File: src/rtl/if_stage.sv
// Instruction-fetch stage: owns the fetch PC, runs the request/valid handshake to
// instruction memory and presents one instruction per cycle to the IF/ID register.
module if_stage #(
   parameter int              size     = 32,
   parameter logic [size-1:0] RESET_PC = {size{1'b0}}
) (
   input  logic            CLK,
   input  logic            RESET_N,
   input  logic            STALL,
   input  logic            BRANCH_TAKEN,
   input  logic [size-1:0] BRANCH_TARGET,
   output logic            imem_req,
   output logic [size-1:0] imem_addr,
   input  logic            imem_valid,
   input  logic [size-1:0] imem_rdata,
   output logic [size-1:0] PC_IF,
   output logic [size-1:0] idata_IF,
   output logic [size-1:0] adder_IF,
   output logic            IF_VALID,
   output logic            FLUSH_ID
);

   typedef enum logic [1:0] {
      FETCH = 2'd0,
      HOLD  = 2'd1,
      DRAIN = 2'd2
   } state_t;

   state_t          state;
   state_t          next_state;
   logic [size-1:0] pc;
   logic [size-1:0] skid_pc;
   logic [size-1:0] skid_data;
   logic [size-1:0] target_aligned;
   logic            buf_free;
   logic            unused_target_bits;

   function automatic logic [size-1:0] plus4(input logic [size-1:0] a);
      return a + {{(size-3){1'b0}}, 3'b100};
   endfunction

   assign buf_free           = !IF_VALID || !STALL;
   assign target_aligned     = {BRANCH_TARGET[size-1:2], 2'b00};
   assign unused_target_bits = ^BRANCH_TARGET[1:0];

   // State register
   always_ff @(posedge CLK or negedge RESET_N) begin
      if (!RESET_N) begin
         state <= FETCH;
      end else begin
         state <= next_state;
      end
   end

   // Next-state logic; a branch with a request still in flight must drain it first
   always_comb begin
      next_state = state;
      case (state)
         FETCH: begin
            if (BRANCH_TAKEN) begin
               next_state = imem_valid ? FETCH : DRAIN;
            end else if (imem_valid && !buf_free) begin
               next_state = HOLD;
            end else begin
               next_state = FETCH;
            end
         end
         HOLD: begin
            if (BRANCH_TAKEN || !STALL) begin
               next_state = FETCH;
            end else begin
               next_state = HOLD;
            end
         end
         DRAIN: begin
            if (imem_valid) begin
               next_state = FETCH;
            end else begin
               next_state = DRAIN;
            end
         end
         default: next_state = FETCH;
      endcase
   end

   // Memory-side and flush outputs
   always_comb begin
      imem_req  = (state == FETCH);
      imem_addr = pc;
      FLUSH_ID  = BRANCH_TAKEN;
   end

   // Fetch PC, skid register and the registered output buffer
   always_ff @(posedge CLK or negedge RESET_N) begin
      if (!RESET_N) begin
         pc        <= RESET_PC;
         skid_pc   <= {size{1'b0}};
         skid_data <= {size{1'b0}};
         PC_IF     <= {size{1'b0}};
         idata_IF  <= {size{1'b0}};
         adder_IF  <= {size{1'b0}};
         IF_VALID  <= 1'b0;
      end else if (BRANCH_TAKEN) begin
         pc       <= target_aligned;
         IF_VALID <= 1'b0;
      end else begin
         case (state)
            FETCH: begin
               if (imem_valid) begin
                  if (buf_free) begin
                     PC_IF    <= pc;
                     idata_IF <= imem_rdata;
                     adder_IF <= plus4(pc);
                     IF_VALID <= 1'b1;
                  end else begin
                     skid_pc   <= pc;
                     skid_data <= imem_rdata;
                  end
                  pc <= plus4(pc);
               end else if (!STALL) begin
                  IF_VALID <= 1'b0;
               end
            end
            HOLD: begin
               if (!STALL) begin
                  PC_IF    <= skid_pc;
                  idata_IF <= skid_data;
                  adder_IF <= plus4(skid_pc);
                  IF_VALID <= 1'b1;
               end
            end
            default: ;
         endcase
      end
   end

endmodule

File: config.mk
export PLATFORM = sky130hd
export DESIGN_NAME = if_stage
export DESIGN_NICKNAME = d
export VERILOG_FILES = /design/src/rtl/if_stage.sv
export SDC_FILE = /design/constraint.sdc
export NUM_CORES = 1
export LEC_CHECK = 0
export CAP_MARGIN = 20
export CORE_MARGIN = 1
export CORE_UTILIZATION = 47
export CTS_CLUSTER_SIZE = 24
export DETAILED_ROUTE_END_ITERATION = 10
export GPL_ROUTABILITY_DRIVEN = 0
export GPL_TIMING_DRIVEN = 0
export PLACE_DENSITY = 0.78
export SLEW_MARGIN = 25
export SYNTH_ARGS = -nofsm -noshare
export SYNTH_HDL_FRONTEND = slang
export SYNTH_SLANG_ARGS = --single-unit
File: constraint.sdc
create_clock -name CLK -period 1.92 [get_ports CLK]
set_input_delay 0.192 -clock CLK [delete_from_list [all_inputs] [get_ports CLK]]
set_output_delay 0.192 -clock CLK [all_outputs]
set_load 0.005 [all_outputs]
## Word-level counts from Yosys, hierarchy flattened

Index checks and enable logic that the tools add are counted.

| word-level totals | value |
|---|---|
| bits in registers | 195 |
| bits in latches | 0 |
| RAM bits | 0 |
| bits in read-only memories | 0 |
| output and inout bits | 131 |
| word-level logic and storage cells | 61 |
| memories | 0 |

| cells by class | value |
|---|---|
| add/subtract/negate cells | 2 |
| multipliers | 0 |
| divide/modulo/power cells | 0 |
| order comparisons | 0 |
| equal/unequal tests | 8 |
| shift operators | 0 |
| muxes and demuxes | 26 |
| bitwise operators | 2 |
| reductions and logical operators | 15 |

Operators with widths:

| operator | count |
|---|---|
| $mux W32 | 12 |
| $pmux W32 S2 | 3 |
| $add A32 B3 Y32 const B | 2 |
| $ne A4 B3 Y1 const B | 2 |
| $reduce_and A4 Y1 | 2 |
| $mux W1 | 7 |
| $pmux W2 S3 | 1 |
| $reduce_bool A2 Y1 | 3 |
| $reduce_and A5 Y1 | 1 |
| $mux W2 | 2 |
| $ne A2 B1 Y1 const B | 2 |
| $logic_not A1 Y1 | 3 |
| $ne A3 B3 Y1 const B | 1 |
| $reduce_bool A3 Y1 | 1 |
| $eq A2 B1 Y1 const B | 1 |
| $eq A2 B2 Y1 const B | 1 |
| $logic_not A2 Y1 | 1 |
| $logic_or A1 B1 Y1 | 2 |
| $ne A2 B2 Y1 const B | 1 |
| $not A1 Y1 | 2 |
| $pmux W1 S2 | 1 |
| $reduce_and A2 Y1 | 1 |
| $logic_and A1 B1 Y1 | 1 |

## Logic depth before layout (Yosys ltp)

Gate-level depths: netlist (run 1).

| depth | value |
|---|---|
| depth in word-level cells | 7 |
| mapped depth | 8 |
| mapped depth without buffers | 6 |

## Worst setup path after synthesis (run 1)

Ideal clock, no wire load.

| timing path | value |
|---|---|
| kind | register to register |
| start | reg pc[2] (netlist: imem_addr[2]) |
| end | reg adder_IF[26] |
| arrival time | 1,989 ps |
| setup slack | -195 ps |
| stages on the path, launching flop included | 8 |
| clock period less this slack | 2,115 ps |
| cell sequence | dfrtp_1 ha_1 nand3_2 or4_1 buf_2 nor3_2 mux2i_1 a221o_1 |

| between the ends | value |
|---|---|
| word-level cells in the longest chain between the ends | 4 |

Ends and longest elaborated chain:

| element | line | text |
|---|---|---|
| from (decl) | 31 | `logic [size-1:0] pc;` |
| from (signal assigned) | 104 | `pc <= target_aligned;` |
| from (signal assigned) | 119 | `pc <= plus4(pc);` |
| $add A32 B3 Y32 | 39 | `return a + {{(size-3){1'b0}}, 3'b100};` |
| $mux W32 | 110 | `if (buf_free) begin` |
| $mux W32 | 109 | `if (imem_valid) begin` |
| $pmux W32 S2 | 107 | `case (state)` |
| to (signal assigned) | 101 | `adder_IF <= {size{1'b0}};` |
| to (signal assigned) | 113 | `adder_IF <= plus4(pc);` |
| to (signal assigned) | 128 | `adder_IF <= plus4(skid_pc);` |
| to (decl) | 18 | `output logic [size-1:0] adder_IF,` |

No other way between the ends. The select of a mux whose other input is x is not followed.
A chain may end at the register's enable or synchronous reset.

## Final worst setup path (run 1)

| timing path | value |
|---|---|
| start | reg pc[8] (netlist: imem_addr[8]) |
| end | reg adder_IF[21] |

Same word-level chain as after synthesis.

==> results of run 1 <==
metal layers:
metal	vias to the layer above	routed length [microns]
li1	3916	-
met1	4350	12000
met2	525	14600
met3	109	2870
met4	0	1390
met5	-	0
metrics by stage:
stage / hold WS, ns / total power, mW / util (%) / setup TNS [ns]
floorplan: -0.104 / 6.67 / - / -0.121
global placement: 0.461 / 8.31 / 59.8 / -1449.66
detailed placement: 0.0776 / 8.43 / 60.1 / -109.92
CTS: 0.208 / 12.1 / 66.1 / -0.469
global route: 0.234 / 12.8 / 68.5 / -11.56
finish: 0.207 / 12.3 / 68.5 / -5.32
critical path: cells and delay by family (launching register included):
kind | cells | cell delay (ns)
AND/OR/NAND/NOR | 3 | 0.66
flip-flops | 1 | 0.43
buffers and inverters | 2 | 0.41
AO/OA/AOI/OAI | 1 | 0.30
XOR/XNOR | 1 | 0.15
where the power goes:
group / switching [mW] / total (mW) / internal [mW] / leakage (nW)
logic: 1.26 / 3.11 / 1.85 / 3.00
registers: 0.788 / 5.56 / 4.77 / 2.25
clock network: 1.58 / 3.61 / 2.03 / 0.276
logic make-up (layout without fill, tap and decap cells):
| group | Yosys count | in the layout |
|---|---|---|
| mux | 69 | 69 |
| flops | 187 | 187 |
| compound gates | 144 | 144 |
| fa+ha+maj | 2 | 2 |
| other cells | 1 | 6 |
| buf+inv | 92 | 360 |
| simple gates | 412 | 412 |
| xor+xnor | 77 | 77 |
area by class of cell:
type                    instances  area share, %
plain buffers                  71           3.77
clock buffers                  23           3.59
clock inverters                 9          0.845
inverters                       4          0.113
multi-input cells             710           35.4
flip-flops and latches        187           35.2
well taps                     265           2.49
repair buffers                253           18.6
worst max-delay path by stage:
stage | slack (ns) | start | to
after detailed placement | -0.94 | STALL | PC_IF[20]
after global routing | -0.22 | imem_addr[8] | imem_addr[29]
after floorplan | -0.04 | imem_addr[6] | adder_IF[31]
final | -0.16 | imem_addr[8] | adder_IF[21]
after CTS | -0.09 | imem_addr[7] | imem_addr[24]
after global placement | -7.91 | RESET_N | imem_addr[2]
cell usage in the layout (no fill, tap or decap), types with 18 or more instances in the layout:
cell type        netlist  layout
buf_4                  7      61
a31oi_1               62      62
dfrtp_1              187     172
clkdlybuf4s50_1        0     188
clkbuf_1              60      18
xnor2_1               45      40
buf_6                  1      21
nand2_1              208     204
o21ai_1               16      19
xor2_1                32      28
nor2_1                86      80
nand4_1               26      26
nand3_1               28      18
o21ai_0               27      24
mux2_2                60      60
sequential cells by signal, indices dropped and copies added (netlist names):
register and count:
skid_pc 30, imem_addr 30, PC_IF 30, state 2, adder_IF 30, IF_VALID 1
skid_data 32, idata_IF 32
repair_timing:
action / 4_1_cts / 5_1_grt
pin swaps: 23 / 22
gates cloned: 1 / 0
endpoints found under the hold margin: 38 / 0
resized for setup: 113 / 90
hold buffers: 1 / 0
buffers inserted: 31 / 28
endpoints found under the setup margin: 178 / 168
==> flow_metrics.py, run 1 <==
metrics = {
    "placed_design": {
        "io_buffers": 190,
        "placed_area_sq_mm": 0.0117,
        "dp.cells": 1446,
        "dpl.hpwl_microns": 19800,
        "preCtsSetupSlack_ns": -0.939,
    },
    "logic_synthesis": {
        "synth_area_per_cell_sq_um": 9.50,
        "yosysWarnings": 0,
        "syn_area_sq_mm": 0.00934,
        "ys_top_cells_by_count": "nand2_1 (208), dfrtp_1 (187), nor2_1 (86)",
        "yosys-top-cells-area": "dfrtp_1 (50%), nand2_1 (8.4%), mux2_2 (7.2%)",
        "synth_top_family_by_area": "simple AND/OR/NAND/NOR gates",
        "synth_top_area_share_pct": 50.1,
        "synth_ff_type": "dfrtp_1",
        "synth_most_common_cell": "nand2_1",
        "syn_inst": 984,
        "async_flop_share_pct": 100,
        "synthXorXnorAreaFrac_pct": 7.22,
        "yosysUniqueCellTypes": 49,
        "synth_edf_count": 0,
        "ys_seq_area_share_pct": 50.1,
        "synth-simple-area-share_pct": 20.1,
        "synth.largest_area_cell": "dfrtp_1",
        "synthAdderAreaFrac_pct": 0.268,
        "muxShareOfSynthArea_pct": 8.19,
        "yosys_register_bits": 187,
        "synth-compound-area-share_pct": 9.76,
    },
    "grt": {
        "grt_max_degree": 79,
        "use_met1_pct": 39.6,
        "grt_pass1_wl_microns": 46100,
        "grt.met2_usage_pct": 46.1,
        "grt_pass1_vias": 8402,
        "antenna_found_initial": 0,
        "grtUsageTotal_pct": 30.0,
        "grtUsageMet3_pct": 6.47,
        "top_usage_layer": "met2",
        "gr-total-overflow": 0,
    },
    "detailed_routing": {
        "drt-initial-drc-count": 1010,
        "drt_drc_violations_left": 0,
        "viasPerCell": 5.85,
        "dr.pass1.iters": 6,
        "wirelength_microns": 31000,
        "wl_per_cell_microns": 20.3,
        "vias": 8900,
        "final_antenna_net_count": 0,
    },
    "setup_path": {
        "r2r_start": "imem_addr[8]",
        "reg2reg_slack_ns": -0.16,
        "r2r_end": "adder_IF[21]",
        "ff2ff_path_depth": 7,
        "crit_path_max_fanout": 7,
        "cp_cell_sequence": "nand4_1, buf_6, nor4_4, buf_6, nand3_4, xnor2_2, a221o_1",
        "critPathSlowestCell": "dfrtp_2",
        "slowest_delay_ns": 0.43,
        "crit_path_end_kind": "register",
        "worst-endpoint-required_ns": 2.24,
        "cp.arrival_ns": 2.40,
        "crit_top_cell": "buf_6",
        "start_kind": "register",
        "critPathKind": "reg -> reg",
    },
    "die": {
        "dieArea_sq_mm": 0.0204,
        "ios": 200,
        "rows": 51,
        "die_w_microns": 143,
        "start_util_pct": 48.0,
        "die_h_microns": 143,
        "core_sq_mm": 0.0195,
    },
    "clock_tree": {
        "clk_latency_ns": 0.44,
        "cts_buffer_depth": 2,
        "clk_pin_slew_ns": 0.07,
        "clock-sinks": 187,
        "cts-root-buf": "clkbuf_16",
        "cts_tree": "yes",
        "htreeDepth": 4,
        "numCtsBuffers": 17,
    },
    "cells_and_area": {
        "finalInstanceArea_sq_mm": 0.0133,
        "fillers": 1436,
        "final_nets": 1315,
        "area_growth_pct": 42.7,
        "drive_gt1_share_pct": 23.2,
        "diodes": 0,
        "multi_input_area_sq_mm": 0.00472,
        "regArea_sq_mm": 0.00470,
        "instances_no_fill": 1522,
    },
    "power": {
        "p_leak_nw": 5.53,
        "ir_drop_mv": 0.768,
        "power.density_mw_per_mm2": 921,
    },
    "sta": {
        "clock_skew_ns": 0.00847,
        "slew_violations": 0,
        "maxSlewHeadroom_pct": 55.5,
        "finalCritPeriodShare_pct": 109,
        "tightest_slew_ns": 0.668,
        "max_freq_mhz": 480,
        "min_period_ns": 2.08,
        "fin_ws_ns": -0.165,
        "rsz0062_at_grt": "true",
        "hold_violations": 0,
        "setup_viol": 74,
    },
    "outcome": {
        "status": "complete, but fails checks",
        "violations": "setup timing",
    },
    "hold_path": {
        "min_path_type": "in -> async",
    },
    "run": {
        "maxCapViolCount": 0,
    },
}
Note: power is estimated with default switching activity, not from simulation.
==> run 2: changes to the inputs <==
Settings changed: PLACE_DENSITY 0.78 to not set, PLACE_DENSITY_LB_ADDON set to 0.2.
==> run 2 against run 1 <==
  * The run still ends with setup timing left
  * Flip-flop and latch count unchanged
  * Highest routed layer unchanged
  * Maximum frequency down 0.15%
  * Setup slack got worse by 0.0031 ns
  * Count of clock-buffer cells in the layout shrank 6
==> flow_metrics.py, run 2 (synthesis results as in run 1) <==
metrics = {
    "clock_tree": {
        "clk_latency_ns": 0.44,
        "cts-root-buf": "clkbuf_16",
        "clk_pin_slew_ns": 0.08,
        "cts_buffer_depth": 2,
        "htreeDepth": 4,
        "clock-sinks": 187,
        "cts_tree": "yes",
        "numCtsBuffers": 17,
    },
    "setup_path": {
        "critPathSlowestCell": "or4_4",
        "crit_path_max_fanout": 5,
        "crit_path_end_kind": "register",
        "start_kind": "register",
        "cp.arrival_ns": 2.41,
        "critPathKind": "reg -> reg",
        "timing.critical_path.buf_inv": 2,
        "cp_cell_sequence": "buf_6, nand4_1, buf_4, or4_4, nor3_4, mux2i_1, a221o_1",
        "slowest_delay_ns": 0.61,
        "path_delay_family": "simple AND/OR/NAND/NOR gates",
        "worst-endpoint-required_ns": 2.24,
    },
    "sta": {
        "rsz0062_at_grt": "true",
        "finalCritPeriodShare_pct": 109,
        "hold_violations": 0,
        "tightest_slew_ns": 1.10,
        "timing.setup.tns_ns": -2.31,
        "setup_viol": 28,
        "slew_violations": 0,
        "max_freq_mhz": 479,
        "maxSlewHeadroom_pct": 25.6,
        "fin_ws_ns": -0.168,
        "min_period_ns": 2.09,
        "clock_skew_ns": 0.0119,
    },
    "die": {
        "core_sq_mm": 0.0195,
        "die_w_microns": 143,
        "rows": 51,
        "ios": 200,
        "die_h_microns": 143,
        "start_util_pct": 48.0,
        "dieArea_sq_mm": 0.0204,
    },
    "grt": {
        "antenna_found_initial": 1,
        "gr-total-overflow": 0,
        "grt_max_degree": 82,
        "grt_pass1_vias": 8180,
        "grt_pass1_wl_microns": 44200,
        "grtUsageTotal_pct": 28.7,
    },
    "power": {
        "ir_drop_mv": 0.681,
        "power.density_mw_per_mm2": 921,
        "power.share.clock_pct": 29.3,
        "comb_power_share_pct": 24.8,
        "p_int_mw": 8.34,
        "p_seq_share_pct": 45.9,
        "finalPower_mw": 12.1,
        "p_sw_mw": 3.75,
        "p_sw_share_pct": 31.0,
        "p_leak_nw": 5.43,
    },
    "detailed_routing": {
        "drt-initial-drc-count": 647,
        "dr.pass1.iters": 7,
        "wl_per_cell_microns": 19.3,
        "wirelength_microns": 29000,
        "drt_drc_violations_left": 0,
        "final_antenna_net_count": 0,
        "viasPerCell": 5.62,
        "vias": 8461,
    },
    "run": {
        "maxCapViolCount": 0,
    },
    "placed_design": {
        "io_buffers": 190,
        "dp.cells": 1446,
        "placed_area_sq_mm": 0.0117,
        "preCtsSetupSlack_ns": -0.829,
        "dpl.hpwl_microns": 19400,
    },
    "cells_and_area": {
        "top_regs": "idata_IF: 32 flops, skid_data: 32 flops",
        "area_growth_pct": 40.5,
        "finalInstanceArea_sq_mm": 0.0131,
        "final_common_cell": "nand2_1",
        "final_nets": 1298,
        "instances_no_fill": 1506,
        "drive_gt1_share_pct": 21.1,
        "layout_common_cells": "nand2_1 (204), clkdlybuf4s50_1 (188), dfrtp_1 (175)",
    },
    "outcome": {
        "status": "complete, but fails checks",
        "violations": "setup timing",
    },
    "hold_path": {
        "min_path_type": "in -> async",
    },
}
-- run 2: worst reg2reg max path, delay by kind of cell (launching register included) --
kind | cells | cell delay, ns
buffers and inverters | 2 | 0.30
multiplexers | 1 | 0.09
AND/OR/NAND/NOR | 3 | 0.95
flip-flops | 1 | 0.37
AO/OA/AOI/OAI | 1 | 0.26
-- run 2: power by group through the flow --
stage | Clock (mW) | Combinational (mW) | Sequential, mW
after floorplan | 0 | 1.29 | 5.38
after global placement | 0 | 2.81 | 5.50
after detailed placement | 0 | 2.89 | 5.52
after CTS | 3.58 | 2.93 | 5.50
after global routing | 3.74 | 3.27 | 5.65
final | 3.54 | 3.00 | 5.54
-- run 2: path summary, 6_finish.rpt --
path / from / end / slack (ns) / depth (start not counted)
worst max register to register: imem_addr[6] / adder_IF[26] / -0.17 / 7
max in group asynchronous: RESET_N / skid_data[31] / 0.60 / 4
min in group CLK: BRANCH_TAKEN / imem_addr[31] / 0.27 / 2
worst min register to register: adder_IF[7] / adder_IF[7] / 0.48 / 2
worst min-delay path: RESET_N / PC_IF[15] / 0.26 / 2
worst max-delay path: imem_addr[6] / adder_IF[26] / -0.17 / 7
-- run 2: repair_timing --
| item | 4_1_cts | 5_1_grt |
|---|---|---|
| hold endpoints to repair | 52 | 0 |
| buffers inserted | 27 | 13 |
| pin swaps | 28 | 16 |
| setup endpoints to repair | 177 | 151 |
| hold buffers | 1 | 0 |
| gates resized for setup | 118 | 62 |
-- run 2: metal layers --
| layer | vias to the layer above | track usage, % | share of wire [%] |
|---|---|---|---|
| met1 | 4073 | 38.5 | 43 |
| met5 | - | 0 | 0 |
| met4 | 0 | 10.4 | 2.9 |
| li1 | 3891 | - | - |
| met2 | 420 | 45.2 | 46 |
| met3 | 77 | 7.01 | 8.5 |
-- run 2: stage by stage --
stage / utilization [%] / hold WS [ns]
3_5_place_dp: 60.1 / 0.132
5_1_grt: 67.4 / 0.291
4_1_cts: 66.1 / 0.243
3_3_place_gp: 59.8 / 0.465
6_report: 67.4 / 0.264
2_1_floorplan: - / -0.104
-- run 2: area by class of cell --
class,count,area [sq um]
antenna,1,2.50
buffer,75,484
clock buffer,17,425
clock inverter,15,171
fill,1516,6340
inverter,4,15.0
multi-input combinational,710,4670
sequential,187,4690
tap,265,332
timing repair buffer,232,2330
==> run 3: changes to the inputs <==
Settings changed: ABC_AREA set to 1.
==> run 3 against run 2 <==
  * The flow now finishes without violations
  * Core utilization fell by 5.0 points
  * Synthesized area is 4.5% higher
  * Critical endpoint is now adder_IF[16]
  * Setup slack gained 0.24 ns
  * Hold slack got worse by 0.19 ns
  * Critical path type unchanged
  * Final cell count rose by 15%
  * Maximum frequency up 13%
  * Register-to-register slack improved by 0.24 ns
  * Die area up 4.4%
==> flow_metrics.py, run 3 <==
metrics = {
    "logic_synthesis": {
        "syn_inst": 1227,
        "synth_most_common_cell": "nand2_1",
        "synth-compound-area-share_pct": 8.83,
        "async_flop_share_pct": 100,
        "synthAdderAreaFrac_pct": 0.256,
        "yosysUniqueCellTypes": 34,
        "yosysWarnings": 0,
        "syn_area_sq_mm": 0.00976,
        "synth_top_family_by_area": "simple AND/OR/NAND/NOR gates",
        "synth_area_per_cell_sq_um": 7.95,
        "ys_top_cells_by_count": "nand2_1 (485), dfrtp_1 (187), nor2_1 (127)",
        "muxShareOfSynthArea_pct": 4.04,
        "synth-simple-area-share_pct": 29.6,
        "synth.largest_area_cell": "dfrtp_1",
        "yosys-top-cells-area": "dfrtp_1 (48%), nand2_1 (19%), nor2_1 (4.9%)",
        "synth_edf_count": 0,
        "synth_ff_type": "dfrtp_1",
        "synthXorXnorAreaFrac_pct": 2.59,
        "ys_seq_area_share_pct": 47.9,
        "synth_top_area_share_pct": 47.9,
        "yosys_register_bits": 187,
    },
    "setup_path": {
        "crit_top_cell": "nand2_1",
        "cp.arrival_ns": 2.17,
        "r2r_start": "imem_addr[15]",
        "critPathKind": "reg -> reg",
        "reg2reg_slack_ns": 0.07,
        "cp_cell_sequence": "nand2_1, nor2_1, nand2_1, nor2_4, xnor2_1, nand2_1, nand3_1, nand2_1",
        "r2r_end": "adder_IF[16]",
        "critPathSlowestCell": "dfrtp_1",
        "slowest_delay_ns": 0.57,
        "crit_path_end_kind": "register",
        "crit_path_max_fanout": 6,
        "worst-endpoint-required_ns": 2.24,
        "start_kind": "register",
        "ff2ff_path_depth": 8,
    },
    "detailed_routing": {
        "viasPerCell": 5.29,
        "wl_per_cell_microns": 17.2,
        "drt-initial-drc-count": 788,
        "final_antenna_net_count": 0,
        "dr.pass1.iters": 6,
        "wirelength_microns": 29700,
        "drt_drc_violations_left": 0,
        "vias": 9133,
    },
    "clock_tree": {
        "cts-root-buf": "clkbuf_16",
        "cts_tree": "yes",
        "cts_buffer_depth": 2,
        "clk_latency_ns": 0.44,
        "htreeDepth": 4,
        "clk_pin_slew_ns": 0.07,
        "numCtsBuffers": 17,
        "clock-sinks": 187,
    },
    "sta": {
        "rsz0062_at_grt": "false",
        "min_period_ns": 1.85,
        "hold_violations": 0,
        "finalCritPeriodShare_pct": 96.2,
        "hold_ws_ns": 0.0712,
        "max_freq_mhz": 541,
        "setup_viol": 0,
        "clock_skew_ns": 0.0109,
        "maxSlewHeadroom_pct": 56.8,
        "tightest_slew_ns": 0.648,
        "slew_violations": 0,
    },
    "die": {
        "die_h_microns": 146,
        "ios": 200,
        "core_sq_mm": 0.0203,
        "start_util_pct": 48.1,
        "dieArea_sq_mm": 0.0213,
        "rows": 52,
        "die_w_microns": 146,
    },
    "cells_and_area": {
        "layout_common_cells": "nand2_1 (485), clkdlybuf4s50_1 (189), dfrtp_1 (182)",
        "diodes": 0,
        "area_growth_pct": 30.0,
        "top_regs": "idata_IF: 32 flops, skid_data: 32 flops",
        "fillers": 1789,
        "postLayoutCoreUtil_pct": 62.5,
        "final_common_cell": "nand2_1",
        "drive_gt1_share_pct": 11.8,
        "final_nets": 1515,
        "instances_no_fill": 1727,
    },
    "hold_path": {
        "min_to": "state[1]",
        "hold_depth": 3,
        "min_path_type": "in -> reg",
        "hold_start": "BRANCH_TAKEN",
    },
    "grt": {
        "grt_pass1_vias": 8599,
        "grtUsageTotal_pct": 28.1,
        "gr-total-overflow": 0,
        "antenna_found_initial": 0,
        "grt_max_degree": 86,
        "grt_pass1_wl_microns": 46400,
    },
    "run": {
        "maxCapViolCount": 0,
    },
    "placed_design": {
        "dpl.hpwl_microns": 22500,
        "io_buffers": 190,
        "dp.cells": 1694,
    },
    "power": {
        "ir_drop_mv": 0.630,
        "power.density_mw_per_mm2": 1030,
        "p_leak_nw": 5.71,
    },
    "outcome": {
        "status": "finished, final reports clean",
    },
}
[run 3: changes by cell type after synthesis, moves of 14 or more]
cell	delta
nor2_1	+41
o211ai_1	+30
xnor2_1	-37
mux2_2	-25
nand3_1	+22
inv_1	+63
buf_4	+14
clkbuf_1	-51
nand4_1	-25
nand2_1	+277
[run 3: worst max path at each step]
| stage | from | endpoint | slack (ns) | depth (start not counted) |
|---|---|---|---|---|
| 4_1_cts | skid_pc[3] | adder_IF[18] | 0.008 | 9 |
| 3_3_place_gp | RESET_N | adder_IF[22] | -7.13 | 1 |
| 6_report | imem_addr[15] | adder_IF[16] | 0.07 | 8 |
| 3_5_place_dp | imem_valid | adder_IF[16] | -0.05 | 9 |
| 2_1_floorplan | imem_addr[3] | adder_IF[24] | 0.38 | 12 |
| 5_1_grt | imem_addr[9] | adder_IF[17] | 0.009 | 9 |
[run 3: logic make-up (layout without fill, tap and decap cells)]
kind of cell,Yosys count,after routing
simple gates,703,703
flops,187,187
compound gates,138,138
buf+inv,133,358
mux,35,35
xor+xnor,28,28
fa+ha+maj,2,2
other cells,1,6
[run 3: worst max-delay path, delay by kind of cell, from the launching register on]
| family | cells | cell delay [ns] |
|---|---|---|
| AND/OR/NAND/NOR | 7 | 0.99 |
| XOR/XNOR | 1 | 0.17 |
| flip-flops | 1 | 0.57 |
[run 3: final cells by class]
class / count / area (sq um) / area share (%)
inverter: 68 / 258 / 2.03
timing repair buffer: 193 / 1970 / 15.5
clock buffer: 18 / 439 / 3.46
multi-input combinational: 912 / 4460 / 35.2
clock inverter: 14 / 131 / 1.04
tap: 270 / 338 / 2.66
buffer: 65 / 399 / 3.15
sequential: 187 / 4690 / 36.9
[run 3: layer usage]
| metal | up-vias | wire length, microns | GRT usage, % |
|---|---|---|---|
| met5 | - | 0 | 0 |
| met4 | 0 | 659 | 8.07 |
| met3 | 63 | 2510 | 6.47 |
| met2 | 413 | 13600 | 43.8 |
| met1 | 4285 | 12900 | 39.4 |
| li1 | 4372 | - | - |
[run 3: what timing repair did]
item	CTS	global route
hold endpoints to repair	56	0
setup buffers	0	0
hold buffers	1	0
endpoints found under the setup margin	1	10
resized for setup	0	10
gates cloned	0	0
pin swaps	1	2
[run 3: report_power, final]
group          internal [mW]  switching, mW  total, mW
Sequential              4.96          0.942       5.91
Combinational           1.98           1.72       3.70
Clock                   1.75           1.70       3.44
[run 3: per-stage QoR]
step	area [sq um]	TNS [ns]	setup slack (ns)	total power, mW
4_1_cts	12700	0	0.00836	13.0
3_5_place_dp	12100	-1.24	-0.0481	9.59
3_3_place_gp	12000	-1330.80	-7.13	9.49
5_1_grt	12700	0	0.00899	13.8
2_1_floorplan	9780	0	0.385	7.52
6_report	12700	0	0.0729	13.0
